==> config.mk <==
export PLATFORM = sky130hd
export DESIGN_NAME = regfile_ctrl
export DESIGN_NICKNAME = d
export VERILOG_FILES = /design/src/rtl/regfile_ctrl.sv
export SDC_FILE = /design/constraint.sdc
export NUM_CORES = 1
export LEC_CHECK = 0
export ABC_CLOCK_PERIOD_IN_PS = 3200
export BUFFER_PORTS_ARGS = -buffer_cell sky130_fd_sc_hd__buf_2
export CORE_ASPECT_RATIO = 0.6
export CORE_MARGIN = 2
export CORE_UTILIZATION = 43
export DETAILED_ROUTE_END_ITERATION = 12
export PLACE_DENSITY_LB_ADDON = 0.15
export SETUP_SLACK_MARGIN = 0.02
export SLEW_MARGIN = 25
export SYNTH_ARGS = -nofsm -noshare
export SYNTH_HDL_FRONTEND = slang
export SYNTH_SLANG_ARGS = --single-unit
==> constraint.sdc <==
create_clock -name clk -period 3.2 [get_ports clk]
set_input_delay 0.32 -clock clk [delete_from_list [all_inputs] [get_ports clk]]
set_output_delay 0.32 -clock clk [all_outputs]
set_load 0.1 [all_outputs]
==> src/rtl/regfile_ctrl.sv <==
// regfile_ctrl: command-driven initiator for an 8x16 register file.
//   Accepts WRITE/READ/MOVE/DUMP commands on a valid/ready port and sequences
//   the register file's write port and two read ports; read results return on
//   a valid/ready response port.
// Ports:
//   clk, rst_n                     clock, asynchronous active-low reset
//   cmd_valid/cmd_ready            command handshake
//   cmd_op                         00 WRITE, 01 READ, 10 MOVE, 11 DUMP
//   cmd_dst/cmd_srcA/cmd_srcB      register indices
//   cmd_data                       write data
//   rsp_valid/rsp_ready            response handshake
//   rsp_a/rsp_b/rsp_idx/rsp_last   response payload
//   rf_*                           register file write port and read ports
// Build option: RF_DUMP_EN enables the DUMP sequencer (DLOAD/DRESP states and
//   the idx counter); without it op 11 is consumed as a NOP.
module regfile_ctrl #(
   parameter int DATA_W = 16,
   parameter int ADDR_W = 3
) (
   input  logic              clk,
   input  logic              rst_n,
   input  logic              cmd_valid,
   output logic              cmd_ready,
   input  logic [1:0]        cmd_op,
   input  logic [ADDR_W-1:0] cmd_dst,
   input  logic [ADDR_W-1:0] cmd_srcA,
   input  logic [ADDR_W-1:0] cmd_srcB,
   input  logic [DATA_W-1:0] cmd_data,
   output logic              rsp_valid,
   input  logic              rsp_ready,
   output logic [DATA_W-1:0] rsp_a,
   output logic [DATA_W-1:0] rsp_b,
   output logic [ADDR_W-1:0] rsp_idx,
   output logic              rsp_last,
   output logic [DATA_W-1:0] rf_data_in,
   output logic [ADDR_W-1:0] rf_writenum,
   output logic [ADDR_W-1:0] rf_readnumA,
   output logic [ADDR_W-1:0] rf_readnumB,
   output logic              rf_write,
   input  logic [DATA_W-1:0] rf_data_outA,
   input  logic [DATA_W-1:0] rf_data_outB
);
   localparam logic [1:0] OP_WRITE = 2'b00;
   localparam logic [1:0] OP_READ  = 2'b01;
   localparam logic [1:0] OP_MOVE  = 2'b10;
`ifdef RF_DUMP_EN
   localparam logic [1:0] OP_DUMP  = 2'b11;
   typedef enum logic [2:0] {IDLE, EXEC, RESP, DLOAD, DRESP} state_t;
`else
   typedef enum logic [1:0] {IDLE, EXEC, RESP} state_t;
`endif
   state_t state, state_d;
   logic [1:0]        op_q;
   logic [ADDR_W-1:0] dst_q, srca_q, srcb_q;
   logic [DATA_W-1:0] data_q;
`ifdef RF_DUMP_EN
   logic [ADDR_W-1:0] idx, rsp_idx_q;
   logic              idx_last;
   assign idx_last = idx == '1;
   assign rsp_idx  = rsp_idx_q;
`else
   assign rsp_idx = '0;
`endif
   always_ff @(posedge clk or negedge rst_n)
      if (!rst_n) state <= IDLE;
      else state <= state_d;
   always_comb begin
      state_d     = state;
      cmd_ready   = 1'b0;
      rsp_valid   = 1'b0;
      rsp_last    = 1'b0;
      rf_write    = 1'b0;
      rf_writenum = dst_q;
      rf_data_in  = data_q;
      rf_readnumA = srca_q;
      rf_readnumB = srcb_q;
      case (state)
         IDLE: begin
            cmd_ready = 1'b1;
            state_d   = cmd_valid ? EXEC : IDLE;
         end
         EXEC: begin
            rf_write   = (op_q == OP_WRITE) || (op_q == OP_MOVE);
            // MOVE writes back whatever read port A returns for srcA this cycle
            rf_data_in = (op_q == OP_MOVE) ? rf_data_outA : data_q;
`ifdef RF_DUMP_EN
            state_d = (op_q == OP_READ) ? RESP : (op_q == OP_DUMP) ? DLOAD : IDLE;
`else
            state_d = (op_q == OP_READ) ? RESP : IDLE;
`endif
         end
         RESP: begin
            rsp_valid = 1'b1;
            rsp_last  = 1'b1;
            state_d   = rsp_ready ? IDLE : RESP;
         end
`ifdef RF_DUMP_EN
         DLOAD: begin
            rf_readnumA = idx;
            state_d     = DRESP;
         end
         DRESP: begin
            rf_readnumA = idx;
            rsp_valid   = 1'b1;
            rsp_last    = idx_last;
            state_d     = rsp_ready ? (idx_last ? IDLE : DLOAD) : DRESP;
         end
`endif
         default: state_d = IDLE;
      endcase
   end
   always_ff @(posedge clk or negedge rst_n)
      if (!rst_n) begin
         op_q   <= '0;
         dst_q  <= '0;
         srca_q <= '0;
         srcb_q <= '0;
         data_q <= '0;
         rsp_a  <= '0;
         rsp_b  <= '0;
`ifdef RF_DUMP_EN
         idx       <= '0;
         rsp_idx_q <= '0;
`endif
      end else begin
         if (state == IDLE && cmd_valid) begin
            op_q   <= cmd_op;
            dst_q  <= cmd_dst;
            srca_q <= cmd_srcA;
            srcb_q <= cmd_srcB;
            data_q <= cmd_data;
         end
         if (state == EXEC && op_q == OP_READ) begin
            rsp_a <= rf_data_outA;
            rsp_b <= rf_data_outB;
`ifdef RF_DUMP_EN
            rsp_idx_q <= '0;
`endif
         end
`ifdef RF_DUMP_EN
         if (state == EXEC && op_q == OP_DUMP) idx <= '0;
         if (state == DLOAD) begin
            rsp_a     <= rf_data_outA;
            rsp_b     <= '0;
            rsp_idx_q <= idx;
         end
         if (state == DRESP && rsp_ready && !idx_last) idx <= idx + ADDR_W'(1);
`endif
      end
endmodule

# After elaboration in Yosys (flattened, before gate mapping)
# Index checks and enable logic that the tools add are counted.
[classes]
eq_ne = 4
n_reduce_logical = 5
mux = 9
[ops]
columns = ["cell", "count"]
rows = [
  ["2-to-1 mux 16 bit", 2],
  ["one-hot mux 2 bit (3 select lines)", 1],
  ["equality test 2 x 1 -> 1 bit, second input constant", 2],
  ["equality test 2 bit, second input constant", 2],
  ["zero test 2 bit", 2],
  ["2-to-1 mux 1 bit", 4],
  ["2-to-1 mux 2 bit", 2],
  ["logical AND 1 bit", 2],
  ["logical OR 1 bit", 1],
]
[word_totals]
regBits = 61
input_bits = 63
out_inout_bits = 64

# Logic depth before layout (Yosys ltp)
# Gate-level depths: netlist of run 1.
[logic_depth]
word_depth = 3
ltp_mapped = 4
depth_no_buf = 2

# Worst setup path before layout of run 1
# No wires, ideal clock.
[synth_timing]
path_type = "register to output"
startpoint = "reg state[1]"
endpoint = "out rf_write"
stages_incl_launch_ff = 2
t_arrival_ns = 2.608
path_slack_ns = 0.272
cell_sequence = "dfrtp_1 > nor3b_1"
[synth_between]
elab_chain_len = 2
[synth_rtl]
columns = ["element", "line", "text"]
rows = [
  ["start: declaration", "52", "state_t state, state_d;"],
  ["start signal: assignment", "66", "else state <= state_d;"],
  ["equality test 2 x 1 -> 1 bit", "77", "case (state)"],
  ["2-to-1 mux 1 bit", "77", ""],
  ["end: declaration", "39", "output logic rf_write,"],
]
# No other way between the ends.

# Final worst setup path of run 1
[layout_timing]
startpoint = "reg state[1]"
endpoint = "out rf_data_in[15]"
[layout_between]
elab_chain_len = 2
[layout_rtl]
columns = ["element", "line", "text"]
rows = [
  ["equality test 2 x 1 -> 1 bit", "77", ""],
  ["2-to-1 mux 16 bit", "77", ""],
  ["end: declaration", "35", "output logic [DATA_W-1:0] rf_data_in,"],
]
# No other way between the ends.

==> summary.md, run 1 <==
| Metric | Value |
|---|---|
| Hold Slack | `226 ps` |
| Initial core utilization | `44.7%` |
| Layout fillers | `497` |
| Fmax | `406 MHz` |
| Main synth FF type | `dfrtp_1` |
| # IOs | `127` |
| Area contributors post-synth | `dfrtp_1, mux2_4, mux2_2` |
| Unique masters post-synth | `13` |
| Drt wl/cell | `15.1 um` |
| Clock sinks | `61` |
| Buffers added on ports | `123` |
| GR Overflow Total | `0` |
| RR Startpoint | `state[0]` |
| Final min period | `2460 ps` |
| Setup TNS | `0 ps` |
| CTS clk-pin slew, worst paths | `70 ps` |
| Synth Warn # | `0` |
| Worst path required time | `2880 ps` |
| Remaining routing DRC violations | `0` |
| Synth Area per Inst | `17.3 um^2` |
| Routed WL | `5700 um` |
| Post-route cell area | `3600 um^2` |
| Total of max-cap violations | `0` |
| Crit path buffers/inverters | `2` |
| R2r endpoint | `data_q[15]` |
| Die W | `107 um` |
| Register area share after synthesis | `55.9%` |
| Status | `finished clean` |
| CP Class | `flop to output pin` |
| Final count of negative-setup-slack endpoints | `0` |
| Crit. End Element | `output pin` |
| Cts repair resizes | `0` |
| Hold Crit Start | `rf_data_outB[8]` |
| Register bit total from synthesis | `61` |
| Initial antenna violation count | `0` |
| Worst rel slew slack | `65.4%` |
| Post-synth top cells | `dfrtp_1, mux2_4, mux2_2` |
| Post-CTS Setup Inserts | `0` |
| DR vias | `1737` |
| Final nets | `351` |
| Min-delay worst type | `input port to flop` |
| Count leader, synth | `dfrtp_1` |
| DPL Wire Length | `4180 um` |
| Root buf cell | `clkbuf_8` |
| Post-synth ARST share | `100%` |
| R2R depth | `3` |
| Die Ht | `65.7 um` |
| Fin. Hold Viols | `0` |
| CP max FO | `12` |
| Gpl congestion | `0.751` |
| Ant. Diodes | `0` |
| Worst-Margin Slew | `519 ps` |
| Number of DRC markers in iteration 0 | `78` |
| Cell Area, Placed | `3360 um^2` |
| Unrepaired setup endpoints after global routing | `false` |
| Core Area | `6110 um^2` |
| Num CTS Buffers | `9` |
| Routed Antenna Nets | `0` |
| Post-synth EDFFs | `0` |
| TritonCTS clock tree | `built` |
| Startpoint class of the critical path | `flop` |
| Largest net degree at the start of global routing | `24` |
| Synthesis-to-layout area growth | `31.8%` |
| Drt first pass iters | `4` |
| Clock latency on the worst-skew pair | `320 ps` |
| Number of global-route vias before repair | `1771` |
| Part of the cycle the worst path needs | `77.0%` |
| CP Data Arrival Time | `2140 ps` |
| Critical Path, Cell by Cell | `and4bb_1 -> buf_4 -> mux2_2 -> buf_2` |
| Yosys top cell by area | `dfrtp_1` |
| Row Count | `22` |
| Post-synth top area share | `55.9%` |
| Delay-heaviest family, CP | `buffers and inverters` |
| Gr usage total | `17.2%` |
| Slowest CP cell | `dfrtp_1` |
| Skew final | `7.63 ps` |
| Crit-path max cell delay | `430 ps` |
| Syn Inst Count | `158` |
| Worst hold endpoint | `rsp_b[8]` |
| CTS Buffer Depth | `2` |
| R2R Setup Slk | `1390 ps` |
| WHS Path Cells | `2` |
| First-pass GRT wire length | `9030 um` |
| Final Max Tran Viols | `0` |
| Share of layout cells above drive strength 1 | `75.4%` |
| Die ar. | `7020 um^2` |
| H-tree depth | `3` |
| Vias per cell | `4.61` |
| Post-synth design cell area | `2730 um^2` |
==> worst max path at each step <==
stage,depth (start not counted),start,to
detailed placement,4,state[1],rf_data_in[15]
global route,4,state[1],rf_data_in[15]
finish,4,state[1],rf_data_in[15]
floorplan,1,state[1],rf_write
CTS,4,state[1],rf_data_in[15]
global placement,4,state[1],rf_data_in[15]
==> routing by layer <==
metal	routed length, um	track usage, %	share of wire (%)
met5	0	0	0
met1	2820	24.3	49
met4	25	4.38	0.44
met2	2430	24.7	43
met3	429	6.75	7.5
==> layout by cell type (no fill, tap or decap) <==
| master | count |
|---|---|
| dlygate4sd3_1 | 1 |
| nor2_1 | 1 |
| a21o_1 | 1 |
| inv_1 | 1 |
| and4bb_2 | 1 |
| bufinv_16 | 2 |
| clkinv_2 | 2 |
| mux2_4 | 39 |
| buf_4 | 6 |
| nor3b_2 | 1 |
| mux2_2 | 36 |
| nor2b_1 | 1 |
| dfrtp_1 | 61 |
| nor3b_1 | 1 |
| clkbuf_1 | 1 |
| clkbuf_8 | 11 |
| conb_1 | 3 |
| and4bb_1 | 1 |
| buf_2 | 123 |
==> sequential cells by signal, indices dropped and copies added (netlist names) <==
name	flops
rsp_b	16
rf_readnumB	3
op_q	2
state	2
rsp_a	16
rf_writenum	3
rf_readnumA	3
data_q	16
==> metrics by stage <==
stage	setup WS, ps	utilization (%)	cells
after floorplan	272	-	160
after global placement	1110	55.0	360
after detailed placement	1050	55.0	360
after CTS	698	58.8	377
after global routing	628	58.8	377
final	737	58.8	377
==> worst register-to-register path, delay by kind of cell (launching register included) <==
family	cells	cell delay, ps
AND/OR/NAND/NOR	1	480
multiplexers	1	380
flip-flops	1	430
buffers and inverters	1	400
==> logic make-up (layout without fill, tap and decap cells) <==
kind of cell	Yosys count	in the layout	synth area share (%)
compound gates	1	1	0.275
buf+inv	14	147	5.50
flops	61	61	55.9
mux	75	75	36.3
other cells	1	3	0.137
simple gates	6	6	1.83
==> what timing repair did <==
item,CTS,global route
hold endpoints to repair,21,0
hold buffers,1,0
endpoints found under the setup margin,0,0
==> layout make-up <==
class	count	area [um^2]	area share (%)
Clock buffer	12	155	4.31
Inverter	1	3.75	0.104
Timing Repair Buffer	130	671	18.6
Sequential cell	61	1530	42.4
Multi-Input combinational cell	85	1060	29.6
Tap cell	84	105	2.92
Clock inverter	4	70.1	1.95
Power of run 1 is not shown: default switching activity piles up to over one toggle a cycle in this logic, so the estimate is an artifact.
==> inputs of run 2 (changes only) <==
ABC_AREA = 1   (was unset)
ABC_CLOCK_PERIOD_IN_PS = 2400   (was 3200)
clock period = 2.4 ns   (was 3.2 ns; I/O delays follow)
==> run 2 against run 1 <==
  * Worst hold slack worse by 210 ps
  * Core utilization grew 3.0 points
  * Via count increased by 41%
  * Register-to-register slack worse by 700 ps
  * Flip-flop and latch count unchanged
  * Area after synthesis is 2.7% lower
  * Non-clock buffer count increased by 1
  * Clock-buffer cell count is the same
  * Worst setup slack got worse by 470 ps
  * Final area up 3.7%
  * Clock skew barely moved
  * Critical path type unchanged
  * Critical endpoint is now rf_data_in[2]
  * Largest cell class unchanged
==> summary.md, run 2 <==
| Metric | Value |
|---|---|
| Status | `finished clean (unchanged)` |
| Final nets | `507 (was 351)` |
| Post-synth EDFFs | `0 (unchanged)` |
| Clock sinks | `61 (unchanged)` |
| Die W | `105 um (was 107 um)` |
| DR vias | `2456 (was 1737)` |
| Root buf cell | `clkbuf_8 (unchanged)` |
| Die ar. | `6840 um^2 (was 7020 um^2)` |
| Synth Area in Simple Gates | `36.5% (was 1.83%)` |
| CP Data Arrival Time | `1900 ps (was 2140 ps)` |
| Drt first pass iters | `4 (unchanged)` |
| Critical Path, Cell by Cell | `inv_2 -> nor2_4 -> nand4_1 -> nand2_1 -> buf_12 (was and4bb_1 -> buf_4 -> mux2_2 -> buf_2)` |
| CP max FO | `30 (was 12)` |
| Adder-Cell Fraction of Synth Area | `0% (unchanged)` |
| Max layer used | `met4 (unchanged)` |
| H-tree depth | `3 (unchanged)` |
| Largest net degree at the start of global routing | `39 (was 24)` |
| Num CTS Buffers | `9 (unchanged)` |
| Number of global-route vias before repair | `2432 (was 1771)` |
| R2R Setup Slk | `690 ps (was 1390 ps)` |
| CP endpoint | `rf_data_in[2] (was rf_data_in[15])` |
| Part of the cycle the worst path needs | `89.1%` |
| Die Ht | `64.9 um (was 65.7 um)` |
| Slowest CP cell | `nor2_4 (was dfrtp_1)` |
| Worst path required time | `2160 ps (was 2880 ps)` |
| Synth Warn # | `0 (unchanged)` |
| Synthesis-to-layout area growth | `40.3% (was 31.8%)` |
| Row Count | `22 (unchanged)` |
| Clock latency on the worst-skew pair | `310 ps (was 320 ps)` |
| XOR/XNOR Fraction of Synth Area | `0% (unchanged)` |
| Buffers added on ports | `123 (unchanged)` |
| Cts repair resizes | `0 (unchanged)` |
| Syn Inst Count | `323 (was 158)` |
| Post-synth top area share | `57.5% (was 55.9%)` |
| Ant. Diodes | `0 (unchanged)` |
| Crit-path max cell delay | `460 ps (was 430 ps)` |
| Gpl congestion | `0.806 (was 0.751)` |
| Setup WS post-layout | `262 ps (was 737 ps)` |
| Drt wl/cell | `12.8 um (was 15.1 um)` |
| Synth Area per Inst | `8.22 um^2 (was 17.3 um^2)` |
| Worst-Margin Slew | `827 ps (was 519 ps)` |
| Number of DRC markers in iteration 0 | `138 (was 78)` |
| Final Max Tran Viols | `0 (unchanged)` |
| Largest registers | `data_q x16, rsp_a x16, rsp_b x16 (unchanged)` |
| Fin. Hold Viols | `0 (unchanged)` |
| CP Class | `flop to output pin (unchanged)` |
| Crit. End Element | `output pin (unchanged)` |
| CP startpoint | `state[0] (was state[1])` |
| R2R depth | `6 (was 3)` |
| Count leader, synth | `nand2_1 (was dfrtp_1)` |
| # IOs | `127 (unchanged)` |
| Setup TNS | `0 ps (unchanged)` |
| TritonCTS clock tree | `built (unchanged)` |
| Unique masters post-synth | `15 (was 13)` |
| Register area share after synthesis | `57.5% (was 55.9%)` |
| Commonest non-fill, non-tap cell in the layout | `nand2_1 (was buf_2)` |
| Min-delay worst type | `input port to asynchronous set/reset pin (was input port to flop)` |
| Core Area | `6030 um^2 (was 6110 um^2)` |
| Post-synth ARST share | `100% (unchanged)` |
| R2r endpoint | `rsp_b[3] (was data_q[15])` |
| Main synth FF type | `dfrtp_1 (unchanged)` |
| Startpoint class of the critical path | `flop (unchanged)` |
| Gr usage total | `21.5% (was 17.2%)` |
| Initial core utilization | `44.1% (was 44.7%)` |
| DPL Wire Length | `4980 um (was 4180 um)` |
| Mux share of post-synthesis cell area | `0% (was 36.3%)` |
| Worst rel slew slack | `44.9% (was 65.4%)` |
| Final min period | `2140 ps` |
| Register bit total from synthesis | `61 (unchanged)` |
| Pre-CTS setup slack | `444 ps (was 1050 ps)` |
| Yosys top cell by area | `dfrtp_1 (unchanged)` |
| Remaining routing DRC violations | `0 (unchanged)` |
| Vias per cell | `4.63 (was 4.61)` |
| Share of layout cells above drive strength 1 | `34.2% (was 75.4%)` |
| Post-synth design cell area | `2660 um^2 (was 2730 um^2)` |
| Final count of negative-setup-slack endpoints | `0 (unchanged)` |
| Post-synth top cells | `nand2_1, dfrtp_1, nand3_1 (was dfrtp_1, mux2_4, mux2_2)` |
| Routed WL | `6800 um (was 5700 um)` |
| Initial antenna violation count | `0 (unchanged)` |
| WL met2 | `3080 um (was 2430 um)` |
| Compound-gate portion of the synthesized area | `0.283% (was 0.275%)` |
| Metal-1 WL | `3170 um (was 2820 um)` |
| Skew final | `7.82 ps (was 7.63 ps)` |
| Routed Antenna Nets | `0 (unchanged)` |
| WL met3 | `484 um (was 429 um)` |
| Most frequent cells in the layout | `nand2_1, buf_2, dfrtp_1 (was buf_2, dfrtp_1, mux2_4)` |
| CTS clk-pin slew, worst paths | `60 ps (was 70 ps)` |
| Area contributors post-synth | `dfrtp_1, nand2_1, nand3_1 (was dfrtp_1, mux2_4, mux2_2)` |
| Layout fillers | `549 (was 497)` |
| Fmax | `468 MHz` |
| Total of max-cap violations | `0 (unchanged)` |
| First-pass GRT wire length | `11500 um (was 9030 um)` |
| Unrepaired setup endpoints after global routing | `false (unchanged)` |
| Largest family of logic cells by synthesized area | `simple AND/OR/NAND/NOR gates (was multiplexers)` |
| RR Startpoint | `state[0] (unchanged)` |
| GR Overflow Total | `0 (unchanged)` |
| CTS Buffer Depth | `2 (unchanged)` |
[run 2: changes by cell type after synthesis, moves of 12 or more]
cell / before / now
nand4_1: 0 / 17
mux2_4: 39 / 0
nand3_1: 0 / 32
nand2_1: 0 / 178
mux2_2: 36 / 0
buf_2: 0 / 12
[run 2: metrics by stage]
stage / hold slack, ps / util, % / cells / area (um^2)
2_1_floorplan: -55.6 / - / 325 / 2670
3_3_place_gp: 381 / 59.0 / 516 / 3550
3_5_place_dp: 387 / 59.0 / 516 / 3550
4_1_cts: 42.0 / 61.7 / 530 / 3720
5_1_grt: 76.7 / 61.8 / 531 / 3730
6_report: 18.7 / 61.8 / 531 / 3730
[run 2: cell families after synthesis]
kind of cell	Yosys count
compound gates	1
buf+inv	27
flops	61
simple gates	233
other cells	1
[run 2: cell type report]
cell class	instances	area, um^2	share of cell area (%)
Multi-Input combinational cell	237	1000	26.8
Sequential cell	61	1530	41.0
Inverter	4	15.0	0.403
Clock buffer	12	155	4.16
Clock inverter	2	10.0	0.269
Tap cell	84	105	2.82
Timing Repair Buffer	131	916	24.6
[run 2: how the worst min path moves through the flow]
stage | startpoint | endpoint | slack [ps]
after floorplan | rst_n | data_q[0] | -60
after global placement | rst_n | rf_readnumB[0] | 380
after detailed placement | rst_n | rf_readnumB[0] | 390
after CTS | rst_n | rf_readnumB[0] | 40
after global routing | rst_n | rf_readnumB[0] | 80
final | rst_n | rf_readnumB[0] | 20
[run 2: routing by layer]
metal	GRT usage (%)	vias to the layer above
li1	-	1259
met1	29.7	1109
met2	32.3	81
met3	7.24	7
met4	5.67	0
met5	0	-
[run 2: what timing repair did]
action | CTS | global route
setup endpoints to repair | 0 | 16
setup buffers | 0 | 1
hold buffers | 0 | 0
endpoints found under the hold margin | 0 | 0
[run 2: worst max-delay path: cells and delay by family, from the launching register on]
family | cells | cell delay (ps)
simple gates | 3 | 850
flops | 1 | 450
buf+inv | 2 | 270
Power of run 2 is left out for the same reason.
==> inputs of run 3 (changes only) <==
PLACE_DENSITY = 0.74   (was unset)
PLACE_DENSITY_LB_ADDON = unset   (was 0.15)
==> run 3 against run 2 <==
  * Die area stayed put
  * Sequential share of layout area is 0.99 points lower
  * Core utilization is 1.5 points higher
  * Register-to-register slack hardly changed
  * First-iteration DRC count is 46% higher
  * Maximum frequency is 6.8% higher
  * Clock skew is 0.81 ps higher
  * Flip-flop and latch count stayed put
  * Worst setup slack better by 140 ps
  * Global-route usage is 1.4 points higher
  * Worst hold slack better by 72 ps
  * Non-clock buffer count is 3 higher
==> summary.md, run 3 (same netlist as run 2, synthesis figures left out) <==
| Metric | Value |
|---|---|
| GR Overflow Total | `0 (unchanged)` |
| Skew final | `8.63 ps (was 7.82 ps)` |
| Fin. Hold Viols | `0 (unchanged)` |
| Fmax | `500 MHz (was 468 MHz)` |
| Crit. End Element | `output pin (unchanged)` |
| Gr usage total | `22.9% (was 21.5%)` |
| Commonest non-fill, non-tap cell in the layout | `nand2_1 (unchanged)` |
| Buffers added on ports | `123 (unchanged)` |
| Final min period | `2000 ps (was 2140 ps)` |
| Largest net degree at the start of global routing | `30 (was 39)` |
| Die ar. | `6840 um^2 (unchanged)` |
| Die Ht | `64.9 um (unchanged)` |
| Setup TNS | `0 ps (unchanged)` |
| Part of the cycle the worst path needs | `83.4% (was 89.1%)` |
| Synthesis-to-layout area growth | `43.8% (was 40.3%)` |
| Root buf cell | `clkbuf_8 (unchanged)` |
| Startpoint class of the critical path | `flop (unchanged)` |
| Drt wl/cell | `13.4 um (was 12.8 um)` |
| Final Max Tran Viols | `0 (unchanged)` |
| DR vias | `2531 (was 2456)` |
| Clock latency on the worst-skew pair | `340 ps (was 310 ps)` |
| CP Class | `flop to output pin (unchanged)` |
| Final count of negative-setup-slack endpoints | `0 (unchanged)` |
| Total of max-cap violations | `0 (unchanged)` |
| Met2 GRT Util | `32.7% (was 32.3%)` |
| First-pass GRT wire length | `12000 um (was 11500 um)` |
| Most frequent cells in the layout | `nand2_1, buf_2, dfrtp_1 (unchanged)` |
| Remaining routing DRC violations | `0 (unchanged)` |
| Worst rel slew slack | `56.7% (was 44.9%)` |
| Drt first pass iters | `4 (unchanged)` |
| CP Data Arrival Time | `1760 ps (was 1900 ps)` |
| Number of DRC markers in iteration 0 | `201 (was 138)` |
| GRT busiest layer | `met2 (unchanged)` |
| Met3 usage | `7.65% (was 7.24%)` |
| Min-delay worst type | `input port to flop (was input port to asynchronous set/reset pin)` |
| Largest registers | `data_q x16, rsp_a x16, rsp_b x16 (unchanged)` |
| Placed cell count | `519 (was 516)` |
| Worst path required time | `2160 ps (about the same)` |
| CTS clk-pin slew, worst paths | `70 ps (was 60 ps)` |
| Routing usage on met1 | `32.6% (was 29.7%)` |
| Share of layout cells above drive strength 1 | `34.8% (was 34.2%)` |
| Clock sinks | `61 (unchanged)` |
| DPL Wire Length | `5250 um (was 4980 um)` |
| Num CTS Buffers | `9 (unchanged)` |
| Row Count | `22 (unchanged)` |
| Post-route insts no fill | `535 (was 531)` |
| Routed WL | `7170 um (was 6800 um)` |
| Core Area | `6030 um^2 (unchanged)` |
| Initial core utilization | `44.1% (unchanged)` |
| TritonCTS clock tree | `built (unchanged)` |
| Number of global-route vias before repair | `2425 (was 2432)` |
| Die W | `105 um (unchanged)` |
| CP max FO | `19 (was 30)` |
| Final nets | `510 (was 507)` |
| Initial antenna violation count | `0 (unchanged)` |
| Status | `finished clean (unchanged)` |
| Ant. Diodes | `0 (unchanged)` |
| H-tree depth | `3 (unchanged)` |
| Gpl congestion | `0.810 (was 0.806)` |
| Routed Antenna Nets | `0 (unchanged)` |
| Unrepaired setup endpoints after global routing | `false (unchanged)` |
| CTS Buffer Depth | `2 (unchanged)` |
| Vias per cell | `4.73 (was 4.63)` |
| Worst-Margin Slew | `649 ps (was 827 ps)` |
| # IOs | `127 (unchanged)` |
| Post-CTS Setup Inserts | `0 (unchanged)` |
-- run 3: repair_timing --
action / in CTS / in global routing
hold buffers: 1 / 0
gates resized for setup: 0 / 0
endpoints found under the hold margin: 27 / 0
endpoints found under the setup margin: 0 / 0
-- run 3: worst paths after layout --
path / cells past startpoint / from / slack [ps] / endpoint
min in group asynchronous: 2 / rst_n / 480 / rsp_a[5]
max in group asynchronous: 3 / rst_n / 1240 / data_q[11]
worst min register to register: 2 / rsp_b[13] / 460 / rsp_b[13]
worst max-delay path: 5 / state[0] / 400 / rf_data_in[7]
worst max register to register: 5 / state[0] / 700 / data_q[12]
worst min-delay path: 3 / cmd_data[8] / 90 / data_q[8]
-- run 3: final cells by class --
| class | count | area (um^2) |
|---|---|---|
| fillers | 541 | 2210 |
| flip-flops and latches | 61 | 1530 |
| multi-input cells | 237 | 1000 |
| repair buffers | 134 | 941 |
| clock buffers | 12 | 165 |
| well taps | 84 | 105 |
| clock inverters | 3 | 67.6 |
| inverters | 4 | 15.0 |
-- run 3: metrics by stage --
step	hold slack, ps	util, %	worst slack [ps]	instance area, um^2
2_1_floorplan	-55.6	-	350	2670
3_3_place_gp	302	59.3	824	3580
3_5_place_dp	298	59.3	739	3580
4_1_cts	79.4	63.4	393	3820
5_1_grt	82.6	63.4	273	3820
6_report	90.7	63.4	399	3820
-- run 3: worst max-delay path, cell delays in order, from the launching register on --
cell and delay [ps]:
dfrtp_1 450, inv_2 80, nor2_4 310, nand4_1 220, nand2_1 170, buf_12 180
-- run 3: routing by layer --
layer	vias up	wire length [um]
met2	89	3160
met5	-	0
li1	1276	-
met1	1156	3400
met3	10	512
met4	0	102
Power of run 3 is left out for the same reason.
